`src/rtl/fpu_misc_wb_pkg.sv`:
```
// fpu_misc_wb_pkg: shared FPU flag positions, canonical recoded NaNs, NaN-box
// constant and the result-buffer entry type.
package fpu_misc_wb_pkg;
    localparam int FLAG_NV = 4;
    localparam int FLAG_DZ = 3;
    localparam int FLAG_OF = 2;
    localparam int FLAG_UF = 1;
    localparam int FLAG_NX = 0;
    localparam logic [32:0] REC32_NAN = 33'h0_E040_0000;
    localparam logic [64:0] REC64_NAN = 65'h0_E008_0000_0000_0000;
    localparam logic [31:0] NAN_BOX   = 32'hFFFF_FFFF;
    typedef logic [4:0] flags_t;
    typedef struct packed {
        logic [64:0] rec;
        flags_t      exc;
        logic        fp64;
    } entry_t;
endpackage

```
`src/rtl/fpu_misc_wb_if.sv`:
```
// fpu_misc_wb_if: FP misc result channel in, regfile writeback channel out.
interface fpu_misc_wb_if #(parameter int TAG_W = 5);
    logic             in_valid;
    logic             in_ready;
    logic [64:0]      in_rec_data;
    logic [4:0]       in_exc;
    logic             in_fp64;
    logic [TAG_W-1:0] in_rd;
    logic             out_valid;
    logic             out_ready;
    logic [63:0]      out_data;
    logic [4:0]       out_exc;
    logic [TAG_W-1:0] out_rd;
    modport master (
        output in_valid, in_rec_data, in_exc, in_fp64, in_rd, out_ready,
        input  in_ready, out_valid, out_data, out_exc, out_rd
    );
    modport slave (
        input  in_valid, in_rec_data, in_exc, in_fp64, in_rd, out_ready,
        output in_ready, out_valid, out_data, out_exc, out_rd
    );
endinterface

```
`src/rtl/fpu_misc_wb_rec_to_ieee.sv`:
```
// fpu_misc_wb_rec_to_ieee: combinational recoded-float to IEEE-754 conversion.
module fpu_misc_wb_rec_to_ieee #(
    parameter int EXP = 8,
    parameter int SIG = 24
) (
    input  logic [EXP+SIG:0]   rec,
    output logic [EXP+SIG-1:0] ieee
);
    localparam logic [EXP:0] BIAS     = (EXP+1)'((1 << (EXP - 1)) + 1);
    localparam logic [EXP:0] MIN_NORM = (EXP+1)'((1 << (EXP - 1)) + 2);
    logic [EXP:0]   exp_in, shift;
    logic [SIG-2:0] fract, den, fract_out;
    logic [EXP-1:0] exp_out;
    logic           special, is_nan, is_inf, is_zero, is_sub;
    assign exp_in  = rec[EXP+SIG-1:SIG-1];
    assign fract   = rec[SIG-2:0];
    assign special = &exp_in[EXP:EXP-1];
    assign is_nan  = special & exp_in[EXP-2];
    assign is_inf  = special & ~exp_in[EXP-2];
    assign is_zero = exp_in[EXP:EXP-2] == 3'b000;
    assign is_sub  = exp_in < MIN_NORM;
    // Subnormals: re-insert the hidden bit and shift it back below the binary point.
    assign shift     = BIAS - exp_in;
    assign den       = (SIG-1)'(({~is_zero, fract} >> shift) >> 1);
    assign exp_out   = is_sub ? '0 : (is_nan | is_inf) ? '1 : EXP'(exp_in - BIAS);
    assign fract_out = is_sub ? den : is_inf ? '0 : fract;
    assign ieee      = {rec[EXP+SIG], exp_out, fract_out};
endmodule

```
`src/rtl/fpu_misc_wb.sv`:
```
// fpu_misc_wb: circular result buffer for FP misc ops; the head entry is
// converted from recoded to IEEE form and its flags accrue on writeback.
module fpu_misc_wb
    import fpu_misc_wb_pkg::*;
#(
    parameter int DEPTH = 4,
    parameter int TAG_W = 5
) (
    input  logic                   clk,
    input  logic                   rst_l,
    input  logic                   flush,
    input  logic                   fflags_clr,
    fpu_misc_wb_if.slave           bus,
    output flags_t                 fflags_acc,
    output logic [$clog2(DEPTH):0] count
);
    localparam int AW = $clog2(DEPTH);
    entry_t           mem    [DEPTH];
    logic [TAG_W-1:0] rd_mem [DEPTH];
    logic [AW:0]      wptr, rptr;
    logic             empty, full, push, pop;
    entry_t           head;
    logic [31:0]      ieee32;
    logic [63:0]      ieee64;
    assign empty         = wptr == rptr;
    assign full          = (wptr[AW] != rptr[AW]) && (wptr[AW-1:0] == rptr[AW-1:0]);
    assign count         = wptr - rptr;
    assign bus.in_ready  = ~full & ~flush;
    assign bus.out_valid = ~empty;
    assign push          = bus.in_valid & bus.in_ready;
    assign pop           = bus.out_valid & bus.out_ready;
    assign head          = mem[rptr[AW-1:0]];
    always_ff @(posedge clk) begin
        if (push) begin
            mem[wptr[AW-1:0]]    <= '{rec: bus.in_rec_data, exc: bus.in_exc, fp64: bus.in_fp64};
            rd_mem[wptr[AW-1:0]] <= bus.in_rd;
        end
    end
    // A pop in the flush cycle still accrues its flags; flush leaves fflags_acc alone.
    always_ff @(posedge clk or negedge rst_l) begin
        if (!rst_l) begin
            wptr       <= '0;
            rptr       <= '0;
            fflags_acc <= '0;
        end else begin
            wptr       <= flush ? '0 : wptr + (AW+1)'(push);
            rptr       <= flush ? '0 : rptr + (AW+1)'(pop);
            fflags_acc <= (fflags_clr ? '0 : fflags_acc) | (pop ? bus.out_exc : '0);
        end
    end
    fpu_misc_wb_rec_to_ieee #(.EXP(8), .SIG(24)) u_cvt32 (.rec(head.rec[32:0]), .ieee(ieee32));
    fpu_misc_wb_rec_to_ieee #(.EXP(11), .SIG(53)) u_cvt64 (.rec(head.rec), .ieee(ieee64));
    assign bus.out_data = empty ? '0 : head.fp64 ? ieee64 : {NAN_BOX, ieee32};
    assign bus.out_exc  = empty ? '0 : head.exc;
    assign bus.out_rd   = empty ? '0 : rd_mem[rptr[AW-1:0]];
endmodule
```
`src/flat_wrapper.sv`:
```
// flat-port wrapper written by rule: the top's interface ports become plain ports
module fpu_misc_wb_flat import fpu_misc_wb_pkg::*;
#(
    parameter int DEPTH = 4,
    parameter int TAG_W = 5
)
  (clk, rst_l, flush, fflags_clr, fflags_acc, count, bus_in_valid, bus_in_rec_data, bus_in_exc, bus_in_fp64, bus_in_rd, bus_out_ready, bus_in_ready, bus_out_valid, bus_out_data, bus_out_exc, bus_out_rd);
  fpu_misc_wb_if #(.TAG_W(TAG_W)) bus_i ();
  input  logic clk;
  input  logic rst_l;
  input  logic flush;
  input  logic fflags_clr;
  output flags_t fflags_acc;
  output logic [$clog2(DEPTH):0] count;
  input wire logic [$bits(bus_i.in_valid)-1:0] bus_in_valid;
  input wire logic [$bits(bus_i.in_rec_data)-1:0] bus_in_rec_data;
  input wire logic [$bits(bus_i.in_exc)-1:0] bus_in_exc;
  input wire logic [$bits(bus_i.in_fp64)-1:0] bus_in_fp64;
  input wire logic [$bits(bus_i.in_rd)-1:0] bus_in_rd;
  input wire logic [$bits(bus_i.out_ready)-1:0] bus_out_ready;
  output wire logic [$bits(bus_i.in_ready)-1:0] bus_in_ready;
  output wire logic [$bits(bus_i.out_valid)-1:0] bus_out_valid;
  output wire logic [$bits(bus_i.out_data)-1:0] bus_out_data;
  output wire logic [$bits(bus_i.out_exc)-1:0] bus_out_exc;
  output wire logic [$bits(bus_i.out_rd)-1:0] bus_out_rd;
  assign bus_i.in_valid = bus_in_valid;
  assign bus_i.in_rec_data = bus_in_rec_data;
  assign bus_i.in_exc = bus_in_exc;
  assign bus_i.in_fp64 = bus_in_fp64;
  assign bus_i.in_rd = bus_in_rd;
  assign bus_i.out_ready = bus_out_ready;
  assign bus_in_ready = bus_i.in_ready;
  assign bus_out_valid = bus_i.out_valid;
  assign bus_out_data = bus_i.out_data;
  assign bus_out_exc = bus_i.out_exc;
  assign bus_out_rd = bus_i.out_rd;
  fpu_misc_wb #(.DEPTH(DEPTH), .TAG_W(TAG_W)) u_core (.clk(clk), .rst_l(rst_l), .flush(flush), .fflags_clr(fflags_clr), .bus(bus_i), .fflags_acc(fflags_acc), .count(count));
endmodule
```
`config.mk`:
```
export PLATFORM = sky130hd
export DESIGN_NAME = fpu_misc_wb_flat
export DESIGN_NICKNAME = d
export VERILOG_FILES = /design/src/rtl/fpu_misc_wb_pkg.sv /design/src/rtl/fpu_misc_wb_if.sv /design/src/rtl/fpu_misc_wb_rec_to_ieee.sv /design/src/rtl/fpu_misc_wb.sv /design/src/flat_wrapper.sv
export SDC_FILE = /design/constraint.sdc
export NUM_CORES = 1
export LEC_CHECK = 0
export ABC_CLOCK_PERIOD_IN_PS = 14100
export BUFFER_PORTS_ARGS = -buffer_cell sky130_fd_sc_hd__buf_2
export CORE_ASPECT_RATIO = 0.8
export CORE_MARGIN = 10
export CORE_UTILIZATION = 40
export DETAILED_ROUTE_END_ITERATION = 10
export PLACE_DENSITY = 0.65
export SLEW_MARGIN = 20
export SYNTH_ARGS = -nofsm -noshare
export SYNTH_HDL_FRONTEND = slang
export SYNTH_SLANG_ARGS = --single-unit
```
`constraint.sdc`:
```
create_clock -name clk -period 14.1 [get_ports clk]
set_input_delay 0.705 -clock clk [delete_from_list [all_inputs] [get_ports clk]]
set_output_delay 0.705 -clock clk [all_outputs]
set_load 0.01 [all_outputs]
```
# == Word-level counts from Yosys, hierarchy flattened ==
# Memories as Yosys holds them, arrays and structs flattened.
# Cells that the tools add are included.
# totals
romBits,0
latchBits,0
memories,2
wordCells,59
ramBits,304
ff_bits,11
# classes
mux,18
n_eq_ne,3
reduce_logical,5
mul,0
shifts,2
n_lt_le_gt_ge,2
bitwise,17
n_addsub,7
div,0
# memory_table
name,words,width,read_ports,rd_ports_with_merged_regs,write_ports,line,rtl
u_core.mem,4,71,1,0,1,fpu_misc_wb.sv:18,entry_t mem [DEPTH];
u_core.rd_mem,4,5,1,0,1,fpu_misc_wb.sv:19,logic [TAG_W-1:0] rd_mem [DEPTH];
# ops
op,count
64-bit two-way mux,2
52-bit two-way mux,2
53-bit by 12-bit right shift with 53-bit output,1
23-bit two-way mux,2
24-bit by 9-bit right shift with 24-bit output,1
11-bit two-way mux,2
5-bit two-way mux,4
8-bit two-way mux,2
"12-bit by 11-bit less-than comparator with 1-bit output, second input constant",1
"11-bit by 12-bit subtractor with 12-bit output, first input constant",1
"11-bit subtractor, second input constant",1
"9-bit by 8-bit less-than comparator with 1-bit output, second input constant",1
"8-bit by 9-bit subtractor with 9-bit output, first input constant",1
"8-bit subtractor, second input constant",1
1-bit bitwise AND,7
1-bit inverter,7
3-bit by 1-bit adder with 3-bit output,2
3-bit zero test,2
3-bit two-way mux,2
5-bit OR,1
2-bit AND reduction,2
3-bit equality test,1
3-bit subtractor,1
2-bit equality test,1
other kinds (4),6

# == Longest topological paths before layout ==
# Gate-level depths: netlist (run 1).
# An unclocked memory read counts as a cell.
# depth
ltp_word,8
ltp_mapped,17
depth_no_buf,10

# == By module ==
# From an unflattened synthesis (run 1), not the netlist that was laid out.
# hier_totals
hier_cells,1337
hier_area_um2,18361.4
# modules_own_cells
module,seq_area_each_um2,area_per_inst_um2,n_inst,cells_each
fpu_misc_wb,9404.0,12406.9,1,574
fpu_misc_wb_rec_to_ieee at u_core.u_cvt64,0.0,4119.0,1,520
fpu_misc_wb_rec_to_ieee at u_core.u_cvt32,0.0,1835.5,1,243

# == Least setup slack after synthesis (run 1) ==
# No wires, ideal clock.
# synth_path
kind,register to output
start,register u_core.rptr[0]
end,output port bus_out_data[9]
setup_slack_ns,8.617
arrival_time_ns,4.778
stages_incl_launch_ff,16
path_cell_list,dfrtp_1 > buf_6 > mux4_2 > inv_1 > buf_2 > buf_1 > buf_1 > ha_1 > xor2_1 > buf_2 > buf_1 > clkbuf_1 > clkbuf_1 > mux2i_1 > o211ai_1 > a311oi_1
# synth_via
elab_chain_len,7
elab_cells_between_ends,24
cone_classes,add/sub (2); order compare (2); eq/ne (1); shift (2); mux (6); bitwise (6); reduce/logical (4); memory (1)
# synth_rtl
element,line,rtl
"start, declared",fpu_misc_wb.sv:20,"logic [AW:0] wptr, rptr;"
"start signal, assigned",fpu_misc_wb.sv:47,rptr <= flush ? '0 : rptr + (AW+1)'(pop);
branches (longest 6 deep; another with memory read 4 x 71 bit),--,
64-bit two-way mux *,fpu_misc_wb.sv:53,"assign bus.out_data = empty ? '0 : head.fp64 ? ieee64 : {NAN_BOX, ieee32};"
"end, declared",flat_wrapper.sv:23,output wire logic [$bits(bus_i.out_data)-1:0] bus_out_data;
# Every way passes the cells marked *.

# == Worst setup path in the final report (run 1) ==
# layout_path
start,register u_core.rptr[1]
end,output port bus_out_data[5]
# Same word-level chain as after synthesis.

==> results.cfg, run 1 <==
[routing]
drt_pre_antenna_iters = 5
drc = 0
avgViaCountPerCell = 6.18
ant_nets = 0
drt_iter0_drc = 1615
wl_um = 57600
avgRoutedWirePerCell_um = 27.2
num_vias = 13056

[flow_run]
drv_cap = 0

[clocking]
clock_sinks = 315
postCtsHoldBufs = 0
cts_max_level = 2
worstSkewPairLatency_ns = 0.55
cts_made_buffers = 34
post_cts_buffers = 0
clk_pin_slew_ns = 0.06
cts_tree = done
ctsResizeCount = 0
cts_root_buffer = clkbuf_16
cts_max_path_buffers = 3

[placement]
io_buffers = 165
gp_congestion = 0.974
place_hpwl_um = 40500
place_area_sq_um = 19200
place_inst = 2051

[setup_path]
arrival_ns = 6.57
reg2reg_from = u_core.rptr[1]
startpoint = u_core.rptr[1]
path_cells = mux4_2, inv_2, buf_4, ha_1, buf_4, inv_2, buf_4, mux2i_1, nor2_1, a211oi_2, nand3_1, a311oi_1, buf_2
cp_max_fo = 59
cp-end-kind = primary output
slowest_stage = dfrtp_4
cp-start-kind = flop
worstPathRequired_ns = 13.40
critical_path_class = flop to primary output
cp_common_cell = buf_4
r2r_cells = 7
rr_endpoint = u_core.mem[1][11]
rrSetupSlack_ns = 9.90
critPathMaxStageDelay_ns = 0.92

[min_path]
hold_class = primary input to async pin

[layout]
layout.nets = 1579
fin_area_sq_um = 20300
drive_above_1_share_pct = 26.5
fill_cells = 3999
area_growth_pct = 14.0
fin_cells = 2114

[synth]
synth_fa_ha_area_share_pct = 0.953
avgSynthCellArea_sq_um = 13.1
synth-async-reset-ratio_pct = 3.49
synth_top_family_by_area = multiplexers
synth-compound-area-share_pct = 10.6
synthCells = 1364
synth_xor_xnor_area_share_pct = 1.23
synth_top_area_cell = edfxtp_1
ys_seq_area_share_pct = 52.7
muxShareOfSynthArea_pct = 22.7
ys_ff_latch = 315
yosys.area_share.simple_pct = 8.62
yosysWarnings = 0
synth_top_area_share_pct = 51.1
syn_nets = 1459
yosys_most_used_dff = edfxtp_1
synth-edff-count = 304
ys_types = 73
synthTopCellsByArea = edfxtp_1 51%, mux4_2 12%, mux2i_1 8.9%
syn_area_sq_um = 17800

[timing]
min_period_ns = 7.28
drv_slew = 0
clock_skew_ns = 0.0161
tightest_slew_ns = 1.06
finalSetupTns_ns = 0
rsz0062_at_grt = false
fmax_ghz = 0.137
setup_viol_count_final = 0
hold_viol_final = 0
slew_headroom_pct = 28.9
timing.final.crit_share_pct = 51.6

[power_and_ir_drop]
p_leak_nw = 7.21
irDropWorstVdd_uv = 83.7
p_total_mw = 3.21
power_density_nw_per_um2 = 158

[global_routing]
antenna_found_initial = 7
grt_usage_pct = 20.9
grt_pass1_wl_um = 85800
grt_pass1_vias = 12782
grt_max_degree = 68
globalRouteOverflowTotal = 0

[floorplanning]
initial_core_util_pct = 40.3
pin_count = 166
core_sq_um = 44300
fp-row-count = 69
dieHeight_um = 209
dieArea_sq_um = 53500
fp.dieW_um = 256

[run_status]
status = complete, no violations
## layout make-up
class	instances	area, sq um	area share (%)
diodes	3	7.51	0.0369
clock buffers	42	881	4.33
clock inverters	18	206	1.01
inverters	25	93.8	0.461
multi-input cells	917	7970	39.2
flip-flops and latches	315	9410	46.3
well taps	603	754	3.71
repair buffers	191	1020	5.02
## layout by cell type, fill, tap and decap left out, types with 25 or more instances in the layout
master / netlist / routed
buf_2: 29 / 165
mux4_2: 93 / 93
buf_4: 4 / 26
a21oi_1: 73 / 73
mux2_2: 34 / 34
a221oi_1: 36 / 36
o21ai_0: 43 / 41
mux2i_1: 158 / 158
nor3_1: 26 / 25
edfxtp_1: 304 / 304
nand2_1: 97 / 97
nor2_1: 82 / 82
clkbuf_16: 0 / 34
## worst max-delay path, delay by kind of cell (launching register included)
kind	cells	cell delay [ns]
buffers and inverters	6	2.12
muxes	2	1.38
adders and majority gates	1	0.37
and+or+nand+nor	2	0.30
AOI/OAI and AO/OA	2	0.90
DFF	1	0.92
## worst max path at each step
stage                             to
floorplan            bus_out_data[9]
global placement     bus_out_data[5]
detailed placement   bus_out_data[5]
CTS                  bus_out_data[5]
global route        bus_out_data[13]
finish               bus_out_data[5]
## report_power, final
part / internal [mW] / switching [mW]
combinational: 0.451 / 0.831
clock: 0.505 / 0.367
sequential: 1.05 / 0.00917
## stage by stage
| stage | worst slack, ns | hold slack (ns) | utilization, % |
|---|---|---|---|
| 2_1_floorplan | 8.62 | 0.409 | - |
| 3_3_place_gp | 7.51 | 0.508 | 43.4 |
| 3_5_place_dp | 7.55 | 0.517 | 43.5 |
| 4_1_cts | 6.97 | 0.0570 | 45.9 |
| 5_1_grt | 6.60 | 0.0567 | 45.9 |
| 6_report | 6.82 | 0.0683 | 45.9 |
## state kept, by name, summed over array words and instances, names as in the netlist
register           flops
u_core.rptr            3
u_core.rd_mem         20
u_core.fflags_acc      5
u_core.wptr            3
u_core.mem           284
## per-layer routing
metal / global-route usage (%) / share of wire (%) / vias to the layer above
met5: 0 / 0.083 / -
met4: 4.57 / 1.9 / 8
met3: 5.23 / 9.7 / 90
met2: 31.7 / 46 / 695
met1: 29.7 / 43 / 6581
li1: - / - / 5682
## synthesized netlist by cell type (all sizes together), types with 5 or more instances
library cell,n
o31ai,7
dfrtp,11
nand3,24
a211oi,27
nand2b,6
mux2,34
nor2b,5
a2111oi,7
and3,14
nor4,15
a311oi,8
ha,12
buf,51
a221oi,36
edfxtp,304
a21oi,73
xor2,5
a31oi,10
o211ai,8
o22ai,11
nand2,97
and2,21
mux2i,158
mux4,93
inv,24
nor3,29
clkbuf,56
or3,8
o21ai,44
xnor2,20
nor2,83
## cells by family after synthesis
logic type      count (synthesis)
compound gates                273
xor+xnor                       25
fa+ha+maj                      13
buf+inv                       132
flops                         315
mux                           285
simple gates                  321
No activity file was read; power rests on OpenSTA's default activity.
==> run 2, diff against run 1 <==
--- a/config.mk
+++ b/config.mk
@@ -5,7 +5,7 @@
 export SDC_FILE = /design/constraint.sdc
 export NUM_CORES = 1
 export LEC_CHECK = 0
-export ABC_CLOCK_PERIOD_IN_PS = 14100
+export ABC_CLOCK_PERIOD_IN_PS = 7350
 export BUFFER_PORTS_ARGS = -buffer_cell sky130_fd_sc_hd__buf_2
 export CORE_ASPECT_RATIO = 0.8
 export CORE_MARGIN = 10
==> constraint.sdc (replaced) <==
create_clock -name clk -period 7.35 [get_ports clk]
set_input_delay 0.3675 -clock clk [delete_from_list [all_inputs] [get_ports clk]]
set_output_delay 0.3675 -clock clk [all_outputs]
set_load 0.01 [all_outputs]
==> results.cfg, run 2 (synthesis results as in run 1) <==
[clocking]
clock_sinks = 315
cts_max_level = 2
cts_made_buffers = 34
cts_max_path_buffers = 3
cts_tree = done
post_cts_buffers = 0
worstSkewPairLatency_ns = 0.53
clk_pin_slew_ns = 0.07
cts_root_buffer = clkbuf_16

[routing]
num_vias = 12981
drc = 0
avgViaCountPerCell = 6.13
wl_um = 57200
avgRoutedWirePerCell_um = 27.0
drt_iter0_drc = 1641
ant_nets = 0
drt_pre_antenna_iters = 6

[setup_path]
worstPathRequired_ns = 6.98
cp-start-kind = flop
cp_max_fo = 33
cp-end-kind = primary output
arrival_ns = 5.43
critical_path_class = flop to primary output

[timing]
tightest_slew_ns = 1.15
hold_viol_final = 0
setup_viol_count_final = 0
timing.final.crit_share_pct = 78.8
fmax_ghz = 0.173
min_period_ns = 5.79
drv_slew = 0
slew_headroom_pct = 23.0
rsz0062_at_grt = false
finalSetupTns_ns = 0
clock_skew_ns = 0.0191

[floorplanning]
core_sq_um = 44300
pin_count = 166
dieHeight_um = 209
fp.dieW_um = 256
initial_core_util_pct = 40.3
fp-row-count = 69
dieArea_sq_um = 53500

[layout]
area_growth_pct = 14.1
drive_above_1_share_pct = 26.8
mostFrequentLayoutCells = 304 x edfxtp_1, 165 x buf_2, 158 x mux2i_1
final_util_pct = 46.0
fill_cells = 3984
largest_reg_flops = 284
layout.nets = 1582
fin_area_sq_um = 20400
final_common_cell = edfxtp_1

[flow_run]
drv_cap = 0

[placement]
io_buffers = 165
place_area_sq_um = 19300
place_hpwl_um = 40900
gp_congestion = 0.975

[global_routing]
globalRouteOverflowTotal = 0
antenna_found_initial = 3
grt_pass1_wl_um = 85200
grt_pass1_vias = 12781
grt_usage_pct = 20.7
grt_max_degree = 59

[power_and_ir_drop]
power_density_nw_per_um2 = 303
irDropWorstVdd_uv = 174
p_leak_nw = 7.24

[run_status]
status = complete, no violations

[min_path]
hold_class = primary input to flop
-- run 2: cell count changes in the layout (fill, tap and decap cells not counted), sizes merged --
cell         delta
dlygate4sd3     +1
buf             +2
bufinv          -1
diode           -2
clkinv          -2
clkbuf          +5
-- run 2: per-layer routing --
metal	GRT usage, %	vias up	part of all wire (%)	wire [um]
met2	31.4	692	45	25500
met3	6.48	96	10	6000
li1	-	5677	-	-
met4	3.67	8	1.8	1040
met5	0.739	-	0.15	85
met1	28.9	6508	43	24500
-- run 2: area by class of cell --
cell class	instances	area (sq um)	area share, %
diodes	1	2.50	0.0123
well taps	603	754	3.70
flip-flops and latches	315	9410	46.2
clock inverters	15	166	0.817
repair buffers	194	1050	5.13
inverters	25	93.8	0.461
clock buffers	47	941	4.62
multi-input cells	917	7960	39.1
-- run 2: stage by stage --
step	power, mW	std cells	worst slack [ns]	hold slack [ns]
final	6.18	2117	1.56	0.0535
after global routing	6.45	2116	1.29	0.0398
after CTS	6.15	2116	1.60	0.0326
after detailed placement	4.45	2053	2.15	0.299
after global placement	4.46	2053	2.23	0.293
after floorplan	3.67	1364	2.20	0.0719
-- run 2: path summary, 6_finish.rpt --
path                                   endpoint  depth (start not counted)                  from  slack (ns)
max in group asynchronous        u_core.rptr[1]                          2                 rst_l        6.75
max reg2reg                   u_core.mem[3][12]                          6        u_core.rptr[0]        3.29
min                           u_core.mem[2][13]                          1    bus_in_rec_data[7]        0.05
min reg2reg                u_core.fflags_acc[1]                          2  u_core.fflags_acc[1]        0.53
min in group asynchronous  u_core.fflags_acc[3]                          2                 rst_l        0.29
max                            bus_out_data[13]                         11        u_core.rptr[0]        1.56
-- run 2: repair_timing --
item | 4_1_cts | 5_1_grt
gates resized for setup | 0 | 0
hold buffers | 1 | 0
endpoints found under the hold margin | 11 | 0
-- run 2: report_power, final --
group	internal, mW	total (mW)	switching, mW
logic	0.867	2.44	1.57
clock network	0.983	1.69	0.711
registers	2.02	2.04	0.0269
-- run 2: worst max-delay path: stages, from the launching register on --
cell and delay [ns]:
dfrtp_4 0.66, mux4_2 0.82, inv_2 0.13, ha_1 0.23, buf_4 0.27, inv_2 0.55, mux2i_1 0.78, a21oi_1 0.18
a2111oi_2 0.35, nor4_1 0.09, nor4_1 0.57, buf_2 0.26
==> run 3, diff against run 2 <==
--- a/config.mk
+++ b/config.mk
@@ -5,13 +5,14 @@
 export SDC_FILE = /design/constraint.sdc
 export NUM_CORES = 1
 export LEC_CHECK = 0
-export ABC_CLOCK_PERIOD_IN_PS = 7350
+export ABC_AREA = 1
+export ABC_CLOCK_PERIOD_IN_PS = 4700
 export BUFFER_PORTS_ARGS = -buffer_cell sky130_fd_sc_hd__buf_2
 export CORE_ASPECT_RATIO = 0.8
 export CORE_MARGIN = 10
 export CORE_UTILIZATION = 40
 export DETAILED_ROUTE_END_ITERATION = 10
-export PLACE_DENSITY = 0.65
+export PLACE_DENSITY = 0.67
 export SLEW_MARGIN = 20
 export SYNTH_ARGS = -nofsm -noshare
 export SYNTH_HDL_FRONTEND = slang
==> constraint.sdc (replaced) <==
create_clock -name clk -period 4.7 [get_ports clk]
set_input_delay 0.235 -clock clk [delete_from_list [all_inputs] [get_ports clk]]
set_output_delay 0.235 -clock clk [all_outputs]
set_load 0.01 [all_outputs]
==> results.cfg, run 3 <==
[run_status]
status = complete, no violations

[synth]
ys_seq_area_share_pct = 50.3
yosysWarnings = 0
synth_top_area_cell = edfxtp_1
syn_nets = 2305
synthTopCellsByCount = 454 x nand2_1, 440 x nand3_1, 304 x edfxtp_1
synth.most_common_cell = nand2_1
synth-async-reset-ratio_pct = 3.49
synth_top_area_share_pct = 48.8
avgSynthCellArea_sq_um = 8.46
ys_ff_latch = 315
yosys_most_used_dff = edfxtp_1
synth-edff-count = 304
synthCells = 2210
synthTopCellsByArea = edfxtp_1 49%, nand3_1 12%, nand2_1 9.1%
syn_area_sq_um = 18700
ys_types = 52

[power_and_ir_drop]
clkPwrFrac_pct = 20.8
p_sw_mw = 4.75
seq_power_share_pct = 29.8
swShare_pct = 44.5
p_leak_nw = 8.81
p_int_mw = 5.92
power_density_nw_per_um2 = 473
irDropWorstVdd_uv = 403
comb_power_share_pct = 49.4

[timing]
min_period_ns = 4.60
holdWs_ns = 0.122
timing.final.crit_share_pct = 97.9
hold_viol_final = 0
tightest_slew_ns = 1.07
setup_ws_ns = 0.0974
setup_viol_count_final = 0
slew_headroom_pct = 28.6
fmax_ghz = 0.217
drv_slew = 0
clock_skew_ns = 0.00932

[global_routing]
globalRouteOverflowTotal = 0
grt_max_degree = 99
grt_usage_pct = 24.0
grt_pass1_wl_um = 104000
grt_pass1_vias = 16650
antenna_found_initial = 4

[clocking]
clock_sinks = 315
cts_made_buffers = 30
cts_max_path_buffers = 3
cts_tree = done
worstSkewPairLatency_ns = 0.55
cts_max_level = 1
clk_pin_slew_ns = 0.06
cts_root_buffer = clkbuf_16

[layout]
area_growth_pct = 20.6
drive_above_1_share_pct = 18.2
fill_cells = 4374
layout.nets = 2509
multi_input_area_sq_um = 8450
final_common_cell = nand2_1
largest_reg_flops = 284
mostFrequentLayoutCells = 439 x nand2_1, 430 x nand3_1, 304 x edfxtp_1
seqCellArea_sq_um = 9410

[setup_path]
cp-end-kind = primary output
arrival_ns = 4.37
critical_path_class = flop to primary output
cp-start-kind = flop
worstPathRequired_ns = 4.47
rrSetupSlack_ns = 1.25
cp-endpoint = bus_out_data[1]
reg2reg_from = u_core.rptr[0]
cp_max_fo = 17
rr_endpoint = u_core.rptr[2]
startpoint = u_core.rptr[0]
r2r_cells = 11

[floorplanning]
pin_count = 166
dieHeight_um = 213
core_sq_um = 46000
fp.dieW_um = 262
fp-row-count = 70
initial_core_util_pct = 40.7
dieArea_sq_um = 55800

[placement]
io_buffers = 165
gp_congestion = 1.01
place_hpwl_um = 48600
dp_slack_ns = 0.246

[routing]
drc = 0
ant_nets = 0
drt_iter0_drc = 2344
avgViaCountPerCell = 6.01
avgRoutedWirePerCell_um = 23.3
drt_pre_antenna_iters = 7
wl_um = 71000
num_vias = 18346

[min_path]
hold_class = primary input to async pin

[flow_run]
drv_cap = 0
-- run 3: worst min-delay path by stage --
stage | startpoint | end | slack [ns] | cells after the start
finish | rst_l | u_core.fflags_acc[4] | 0.12 | 2
detailed placement | rst_l | u_core.fflags_acc[2] | 0.14 | 1
CTS | rst_l | u_core.rptr[0] | 0.1 | 2
global route | rst_l | u_core.fflags_acc[4] | 0.13 | 2
global placement | rst_l | u_core.fflags_acc[2] | 0.14 | 1
floorplan | rst_l | u_core.fflags_acc[0] | -0.06 | 0
-- run 3: kinds of logic (layout without fill, tap and decap cells) --
family / count (synthesis) / in the layout / share of synthesized area [%]
DFF: 315 / 315 / 50.3
adders and majority gates: 13 / 13 / 0.910
and+or+nand+nor: 1232 / 1232 / 30.4
other: 0 / 1 / 0
AOI/OAI and AO/OA: 366 / 366 / 11.4
buffers and inverters: 267 / 495 / 6.17
xor gates and xnor gates: 17 / 17 / 0.797
-- run 3: final cells by class --
| type | instances | share of cell area (%) |
|---|---|---|
| clock inverters | 15 | 0.294 |
| repair buffers | 336 | 11.4 |
| multi-input cells | 1628 | 37.5 |
| inverters | 102 | 1.84 |
| flip-flops and latches | 315 | 41.7 |
| clock buffers | 41 | 3.74 |
| diodes | 1 | 0.0111 |
| repair inverters | 1 | 0.0389 |
| well taps | 612 | 3.40 |
-- run 3: repair_timing --
item	CTS	global route
pin swaps	1	19
gates cloned	1	4
setup endpoints to repair	52	51
endpoints found under the hold margin	326	0
hold buffers	80	0
buffers inserted	4	16
gates resized for setup	14	76
-- run 3: worst max-delay path: stages, from the launching register on --
cell	delay, ns
dfrtp_4	0.54
buf_2	0.18
buf_4	0.14
nand2_1	0.06
nand3_1	0.12
nand2_4	0.13
nand2_2	0.09
nor2_4	0.19
nand3_2	0.09
nand2_2	0.10
nand3_2	0.14
nor2_8	0.25
buf_12	0.15
clkbuf_16	0.18
nand4_1	0.13
nand3_1	0.14
nand3_1	0.12
nand3_1	0.17
nand3_1	0.13
nand3_1	0.12
nand3_1	0.12
a21oi_1	0.29
buf_2	0.20
-- run 3: through the flow --
step	utilization [%]	std cells	cell area, sq um	total power, mW	TNS [ns]
finish	49.0	3051	22500	10.7	0
global route	49.0	3051	22500	11.2	-0.478
CTS	47.9	3030	22000	10.4	0
detailed placement	44.0	2889	20200	8.03	0
global placement	44.0	2889	20200	8.04	0
floorplan	-	2210	18700	6.30	0
-- run 3: power groups by stage --
stage                     clock (mW)  combinational, mW  sequential (mW)
after global routing            2.38               5.61             3.19
after CTS                       2.25               4.93             3.18
after floorplan                    0               3.06             3.24
final                           2.22               5.27             3.18
after detailed placement           0               4.78             3.25
after global placement             0               4.79             3.25
-- run 3: layer usage --
layer  GRT usage, %  wire length (um)  vias to the layer above
li1               -                 -                     8362
met1           35.1             30800                     8782
met2           36.0             30900                     1074
met3           4.96              7800                      122
met4           5.23              1530                        6
met5              0                33                        -
